--- config.mk ---
export PLATFORM = sky130hd
export DESIGN_NAME = delay_tap_scan_flat
export DESIGN_NICKNAME = d
export VERILOG_FILES = /design/src/rtl/delay_tap_scan_if.sv /design/src/rtl/delay_tap_scan.sv /design/src/flat_wrapper.sv
export SDC_FILE = /design/constraint.sdc
export NUM_CORES = 1
export LEC_CHECK = 0
export CAP_MARGIN = 40
export CELL_PAD_IN_SITES_DETAIL_PLACEMENT = 2
export CELL_PAD_IN_SITES_GLOBAL_PLACEMENT = 2
export CORE_MARGIN = 1.5
export CORE_UTILIZATION = 39
export DETAILED_ROUTE_END_ITERATION = 10
export GPL_TIMING_DRIVEN = 0
export HOLD_SLACK_MARGIN = 0.02
export PLACE_DENSITY = 0.95
export SKIP_LAST_GASP = 1
export SYNTH_ARGS = -nofsm -noshare
export SYNTH_HDL_FRONTEND = slang
export SYNTH_SLANG_ARGS = --single-unit
--- constraint.sdc ---
create_clock -name clk -period 8 [get_ports clk]
set_input_delay 1.6 -clock clk [delete_from_list [all_inputs] [get_ports clk]]
set_output_delay 1.6 -clock clk [all_outputs]
set_load 0.01 [all_outputs]
--- src/rtl/delay_tap_scan_if.sv ---
// -----------------------------------------------------------------------------
// delay_tap_scan_if
// Purpose : delay_config bus between the tap-scan calibration controller and
//           the cascaded IDELAY/ODELAY pair.
// Signals : op     [1:0] - 0 = hold, 1 = load value (2 and 3 unused)
//           select       - delay element select, constant per instance
//           value  [8:0] - tap value applied when op == 1
// Modports: master - driven by the calibration controller
//           slave  - consumed by the delay pair (or a monitor)
// -----------------------------------------------------------------------------
interface delay_tap_scan_if;
   logic [1:0] op;
   logic       select;
   logic [8:0] value;

   modport master (output op, output select, output value);
   modport slave  (input  op, input  select, input  value);
endinterface

--- src/rtl/delay_tap_scan.sv ---
// -----------------------------------------------------------------------------
// delay_tap_scan
// Purpose : Per-bit deskew calibration. Sweeps every tap 0..MAX_TAP, dwells at
//           each tap comparing captured data with the training bit, tracks the
//           longest contiguous passing window and finally loads its floor
//           centre into the delay pair.
// Ports   : clk            - clock
//           clk__enable    - clock enable, all state advances only when high
//           reset_n        - asynchronous active-low reset
//           start          - begin calibration (honoured in IDLE or DONE)
//           data_sample    - delayed data captured downstream
//           data_expected  - training bit expected this cycle
//           delay_config   - op/select/value bus to the delay pair (master)
//           busy, done, success, result_tap, window_length - status
// -----------------------------------------------------------------------------
module delay_tap_scan #(
   parameter int unsigned MAX_TAP       = 511,
   parameter int unsigned SETTLE_CYCLES = 8,
   parameter int unsigned DWELL_CYCLES  = 64,
   parameter int unsigned MIN_WINDOW    = 4,
   parameter logic        SELECT        = 1'b0
) (
   input  logic                     clk,
   input  logic                     clk__enable,
   input  logic                     reset_n,
   input  logic                     start,
   input  logic                     data_sample,
   input  logic                     data_expected,
   delay_tap_scan_if.master         delay_config,
   output logic                     busy,
   output logic                     done,
   output logic                     success,
   output logic [8:0]               result_tap,
   output logic [9:0]               window_length
);

   localparam int unsigned CNT_MAX = (SETTLE_CYCLES > DWELL_CYCLES) ? SETTLE_CYCLES : DWELL_CYCLES;
   localparam int unsigned CNT_W   = (CNT_MAX > 1) ? $clog2(CNT_MAX) : 1;

   typedef enum logic [2:0] {
      S_IDLE, S_LOAD, S_SETTLE, S_DWELL, S_EVAL, S_FINAL_LOAD, S_DONE
   } state_t;

   state_t           state_q, state_d;
   logic [8:0]       tap_q, tap_d;
   logic [CNT_W-1:0] cnt_q, cnt_d;
   logic             fail_flag_q, fail_flag_d;
   logic [8:0]       cur_start_q, cur_start_d;
   logic [9:0]       cur_len_q, cur_len_d;
   logic [8:0]       best_start_q, best_start_d;
   logic [9:0]       best_len_q, best_len_d;
   logic [1:0]       op_q, op_d;
   logic [8:0]       value_q, value_d;
   logic             busy_q, busy_d;
   logic             done_q, done_d;
   logic             success_q, success_d;
   logic [8:0]       result_tap_q, result_tap_d;
   logic [9:0]       window_length_q, window_length_d;

   always_comb begin
      state_d         = state_q;
      tap_d           = tap_q;
      cnt_d           = cnt_q;
      fail_flag_d     = fail_flag_q;
      cur_start_d     = cur_start_q;
      cur_len_d       = cur_len_q;
      best_start_d    = best_start_q;
      best_len_d      = best_len_q;
      value_d         = value_q;
      busy_d          = busy_q;
      done_d          = done_q;
      success_d       = success_q;
      result_tap_d    = result_tap_q;
      window_length_d = window_length_q;

      case (state_q)
         S_IDLE, S_DONE: begin
            if (start) begin
               state_d      = S_LOAD;
               tap_d        = '0;
               cnt_d        = '0;
               fail_flag_d  = 1'b0;
               cur_start_d  = '0;
               cur_len_d    = '0;
               best_start_d = '0;
               best_len_d   = '0;
               busy_d       = 1'b1;
               done_d       = 1'b0;
               success_d    = 1'b0;
            end
         end
         S_LOAD: begin
            state_d = S_SETTLE;
            cnt_d   = '0;
         end
         S_SETTLE: begin
            if (cnt_q == CNT_W'(SETTLE_CYCLES - 1)) begin
               cnt_d   = '0;
               state_d = S_DWELL;
            end else begin
               cnt_d = cnt_q + CNT_W'(1);
            end
         end
         S_DWELL: begin
            fail_flag_d = fail_flag_q | (data_sample != data_expected);
            if (cnt_q == CNT_W'(DWELL_CYCLES - 1)) begin
               cnt_d   = '0;
               state_d = S_EVAL;
            end else begin
               cnt_d = cnt_q + CNT_W'(1);
            end
         end
         S_EVAL: begin
            if (!fail_flag_q) begin
               // A run starts at this tap when none is open.
               if (cur_len_q == '0) begin
                  cur_start_d = tap_q;
               end
               cur_len_d = cur_len_q + 10'd1;
               // Strictly longer only, so ties keep the earliest window.
               if (cur_len_d > best_len_q) begin
                  best_start_d = cur_start_d;
                  best_len_d   = cur_len_d;
               end
            end else begin
               cur_len_d = '0;
            end
            fail_flag_d = 1'b0;
            if (tap_q == 9'(MAX_TAP)) begin
               // The result is decided from the trackers as updated by the
               // last tap, so a window touching MAX_TAP is included.
               state_d         = S_FINAL_LOAD;
               window_length_d = best_len_d;
               if (best_len_d >= 10'(MIN_WINDOW)) begin
                  result_tap_d = 9'(10'(best_start_d) + ((best_len_d - 10'd1) >> 1));
                  success_d    = 1'b1;
               end else begin
                  result_tap_d = '0;
                  success_d    = 1'b0;
               end
               value_d = result_tap_d;
            end else begin
               tap_d   = tap_q + 9'd1;
               state_d = S_LOAD;
            end
         end
         S_FINAL_LOAD: begin
            state_d = S_DONE;
            busy_d  = 1'b0;
            done_d  = 1'b1;
         end
         default: begin
            state_d = S_IDLE;
         end
      endcase

      // op is registered together with the state, so it is high exactly for
      // the one enabled cycle spent in a load state.
      if (state_d == S_LOAD) begin
         value_d = tap_d;
      end
      op_d = ((state_d == S_LOAD) || (state_d == S_FINAL_LOAD)) ? 2'd1 : 2'd0;
   end

   always_ff @(posedge clk or negedge reset_n) begin
      if (!reset_n) begin
         state_q         <= S_IDLE;
         tap_q           <= '0;
         cnt_q           <= '0;
         fail_flag_q     <= 1'b0;
         cur_start_q     <= '0;
         cur_len_q       <= '0;
         best_start_q    <= '0;
         best_len_q      <= '0;
         op_q            <= 2'd0;
         value_q         <= '0;
         busy_q          <= 1'b0;
         done_q          <= 1'b0;
         success_q       <= 1'b0;
         result_tap_q    <= '0;
         window_length_q <= '0;
      end else if (clk__enable) begin
         state_q         <= state_d;
         tap_q           <= tap_d;
         cnt_q           <= cnt_d;
         fail_flag_q     <= fail_flag_d;
         cur_start_q     <= cur_start_d;
         cur_len_q       <= cur_len_d;
         best_start_q    <= best_start_d;
         best_len_q      <= best_len_d;
         op_q            <= op_d;
         value_q         <= value_d;
         busy_q          <= busy_d;
         done_q          <= done_d;
         success_q       <= success_d;
         result_tap_q    <= result_tap_d;
         window_length_q <= window_length_d;
      end
   end

   assign delay_config.op     = op_q;
   assign delay_config.select = SELECT;
   assign delay_config.value  = value_q;
   assign busy                = busy_q;
   assign done                = done_q;
   assign success             = success_q;
   assign result_tap          = result_tap_q;
   assign window_length       = window_length_q;

endmodule

--- src/flat_wrapper.sv ---
// flat-port wrapper written by rule: the top's interface ports become plain ports
module delay_tap_scan_flat 
#(
   parameter int unsigned MAX_TAP       = 511,
   parameter int unsigned SETTLE_CYCLES = 8,
   parameter int unsigned DWELL_CYCLES  = 64,
   parameter int unsigned MIN_WINDOW    = 4,
   parameter logic        SELECT        = 1'b0
)
  (clk, clk__enable, reset_n, start, data_sample, data_expected, busy, done, success, result_tap, window_length, delay_config_op, delay_config_select, delay_config_value);
  delay_tap_scan_if delay_config_i ();
  input  logic clk;
  input  logic clk__enable;
  input  logic reset_n;
  input  logic start;
  input  logic data_sample;
  input  logic data_expected;
  output logic busy;
  output logic done;
  output logic success;
  output logic [8:0] result_tap;
  output logic [9:0] window_length;
  output wire logic [$bits(delay_config_i.op)-1:0] delay_config_op;
  output wire logic [$bits(delay_config_i.select)-1:0] delay_config_select;
  output wire logic [$bits(delay_config_i.value)-1:0] delay_config_value;
  assign delay_config_op = delay_config_i.op;
  assign delay_config_select = delay_config_i.select;
  assign delay_config_value = delay_config_i.value;
  delay_tap_scan #(.MAX_TAP(MAX_TAP), .SETTLE_CYCLES(SETTLE_CYCLES), .DWELL_CYCLES(DWELL_CYCLES), .MIN_WINDOW(MIN_WINDOW), .SELECT(SELECT)) u_core (.clk(clk), .clk__enable(clk__enable), .reset_n(reset_n), .start(start), .data_sample(data_sample), .data_expected(data_expected), .delay_config(delay_config_i), .busy(busy), .done(done), .success(success), .result_tap(result_tap), .window_length(window_length));
endmodule
==> flow_metrics.env <==
export IMPL_grt_antenna_before_repair=0
export IMPL_synth_enable_flop_cells=0
export IMPL_die_area_um2=14600
export IMPL_hold_viol=0
export IMPL_dp_hpwl_um=15000
export IMPL_syn_inst=624
export IMPL_setup_viol=0
export IMPL_min_period_over_period_pct=87.1
export IMPL_ys_async_sr_fraction_pct=100
export IMPL_synthDominantCellAreaShare_pct=41.1
export IMPL_cts_inserted_buffers=9
export IMPL_fp_dieW_um=121
export IMPL_hold_buffers=0
export IMPL_numPortBuffers=36
export IMPL_die_h_um=121
export IMPL_avgSynthCellArea_um2=8.69
export IMPL_drt_iter0_markers=381
export IMPL_maxCapViolCount=0
export IMPL_grt_max_degree=62
export IMPL_gp_congestion=0.874
export IMPL_wirelength_um=22100
export IMPL_place_area_um2=6030
export IMPL_ys_flop_type="dfrtp_1"
export IMPL_ios=40
export IMPL_cts_tree="yes"
export IMPL_leakagePower_nw=2.80
export IMPL_area_delta_synth_final_pct=17.4
export IMPL_drive_above_1_share_pct=7.95
export IMPL_finalSetupTns_ns=0
export IMPL_fmax_mhz=144
export IMPL_final_cell_mix="dfrtp_1 (89), nand2_1 (84), o21ai_0 (72), nor2_1 (48), a21oi_1 (41)"
export IMPL_fillers=1458
export IMPL_post_route_min_period_ns=6.97
export IMPL_min_path_type="reg -> reg"
export IMPL_syn_area_um2=5420
export IMPL_grt_usage_pct=31.9
export IMPL_skew_ns=0.0156
export IMPL_yosysSeqAreaShare_pct=41.1
export IMPL_ys_types=65
export IMPL_slew_headroom_pct=43.0
export IMPL_coreArea_um2=13400
export IMPL_overflow=0
export IMPL_fin_nets=704
export IMPL_cts_sinks=89
export IMPL_ctsResizeCount=0
export IMPL_avgViaCountPerCell=6.16
export IMPL_path_class="reg -> reg"
export IMPL_vias=5268
export IMPL_power_total_w=0.00315
export IMPL_dr_pass1_iters=5
export IMPL_ys_seq_elements=89
export IMPL_detail_route_antenna_nets=0
export IMPL_grt_pass1_wl_um=35000
export IMPL_required_ns=8.28
export IMPL_drc=0
export IMPL_clk_latency_ns=0.37
export IMPL_yosysTopAreaCell="dfrtp_1"
export IMPL_h_tree_depth=3
export IMPL_crit_path_max_fanout=10
export IMPL_final_max_slew_viol_count=0
export IMPL_num_rows=42
export IMPL_tightest_slew_ns=0.849
export IMPL_cts_setup_buffers=0
export IMPL_synth_warnings=0
export IMPL_rsz0062_at_grt="no"
export IMPL_clock_path_buffers=2
export IMPL_crit_arrival_ns=7.25
export IMPL_grt_pass1_vias=5991
export IMPL_worstSetupEndpointType="flop"
export IMPL_wl_per_cell_um=25.9
export IMPL_critPathLaunchType="flop"
export IMPL_ir_drop_uv=225
export IMPL_clkTransAtPathRegs_ns=0.07
export IMPL_finalInstanceArea_um2=6360
export IMPL_status="finished clean"
export IMPL_diodes=0
export IMPL_final_common_cell="dfrtp_1"
export IMPL_start_util_pct=40.5
export IMPL_synth_area_top_cells="dfrtp_1 (41%), o21ai_0 (6.6%), nand2_1 (5.8%)"
export IMPL_power_density_nw_per_um2=495
export IMPL_root_buffer="clkbuf_16"
[through the flow]
stage | hold slack (ns) | utilization [%] | setup WS, ns | cells
detailed placement | 0.473 | 45.0 | 1.23 | 838
global placement | 0.462 | 44.8 | 1.71 | 837
finish | 0.499 | 47.5 | 1.03 | 855
floorplan | 0.451 | - | 2.80 | 625
CTS | 0.498 | 47.5 | 0.621 | 854
global route | 0.520 | 47.5 | 0.572 | 855
[cell type report]
class / count / area (um2) / area share [%]
multi-input combinational: 467 / 2900 / 45.6
sequential: 89 / 2230 / 35.0
timing repair buffer: 38 / 389 / 6.11
clock buffer: 10 / 239 / 3.75
tap: 176 / 220 / 3.46
buffer: 35 / 170 / 2.67
inverter: 34 / 128 / 2.01
clock inverter: 6 / 90.1 / 1.42
[Yosys cell counts (5+ instances only)]
cell,n
a211oi_1,7
a21o_1,6
a21oi_1,41
a22o_1,20
a31oi_1,5
buf_2,7
clkbuf_1,22
dfrtp_1,89
ha_1,23
inv_1,34
mux2i_1,10
nand2_1,84
nand2b_1,5
nand3_1,18
nand4_1,8
nor2_1,48
nor3_1,13
o21ai_0,72
o22ai_1,6
o31ai_1,6
or3_1,5
xnor2_1,18
xor2_1,6
[report_power, final]
part | leakage, nW | internal [W] | total, W | switching [W]
logic | 1.43 | 0.000729 | 0.00203 | 0.00130
clock network | 0.159 | 0.000284 | 0.000493 | 0.000209
registers | 1.21 | 0.000533 | 0.000635 | 0.000102
total | 2.80 | 0.00155 | 0.00315 | 0.00161
[metal layers]
metal  vias up  track usage [%]  share of wire [%]  wire (um)
met4         0             17.1                4.0        883
met3        68             6.11                4.8       1060
met2       188             55.1                 51      11300
met5         -                0                  0          0
li1       2304                -                  -          -
met1      2708             37.5                 40       8840
[sequential cells by signal, summed over array words and instances (netlist names)]
register / count
u_core.window_length: 10
u_core.state_q: 3
u_core.done: 1
u_core.best_len_q: 10
u_core.delay_config.op: 1
u_core.delay_config.value: 9
u_core.result_tap: 9
u_core.cnt_q: 6
u_core.success: 1
u_core.tap_q: 9
u_core.cur_start_q: 9
u_core.cur_len_q: 10
u_core.best_start_q: 9
u_core.busy: 1
u_core.fail_flag_q: 1
[final timing paths]
check                                               end  depth (start not counted)  slack, ns               startpoint
min in group asynchronous           u_core.cur_len_q[8]                          1       1.17                  reset_n
min                             u_core.window_length[8]                          2       0.50  u_core.window_length[8]
max in group asynchronous  u_core.delay_config.value[5]                          2       6.16                  reset_n
max                        u_core.delay_config.value[6]                         24       1.03      u_core.cur_len_q[0]
min reg2reg                     u_core.window_length[8]                          2       0.50  u_core.window_length[8]
max reg2reg                u_core.delay_config.value[6]                         24       1.03      u_core.cur_len_q[0]
[worst max-delay path, stage by stage, from the launching register on]
cell and delay (ns):
dfrtp_1 0.61, ha_1 0.39, nand4_1 0.21, or3_1 0.43, nand2_1 0.32, ha_1 0.32
nand4_1 0.18, nor2_1 0.09, a31o_2 0.28, nor2_1 0.25, buf_2 0.32, clkbuf_1 0.51
a21oi_1 0.28, ha_1 0.34, xnor2_1 0.27, inv_1 0.12, fa_1 0.50, nor2b_1 0.15
o21ai_0 0.12, a21oi_1 0.26, o21ai_0 0.15, nor2b_1 0.17, xnor2_1 0.27, a31oi_1 0.16
o21ai_0 0.19
[kinds of logic after synthesis]
logic type | Yosys count | synth area share, %
adders and majority gates | 24 | 5.68
xor gates and xnor gates | 25 | 4.18
other | 1 | 0.0692
AOI/OAI and AO/OA | 189 | 22.0
and+or+nand+nor | 213 | 18.8
buffers and inverters | 69 | 5.49
muxes | 14 | 2.72
DFF | 89 | 41.1
Note: power is estimated with default switching activity, not from simulation.
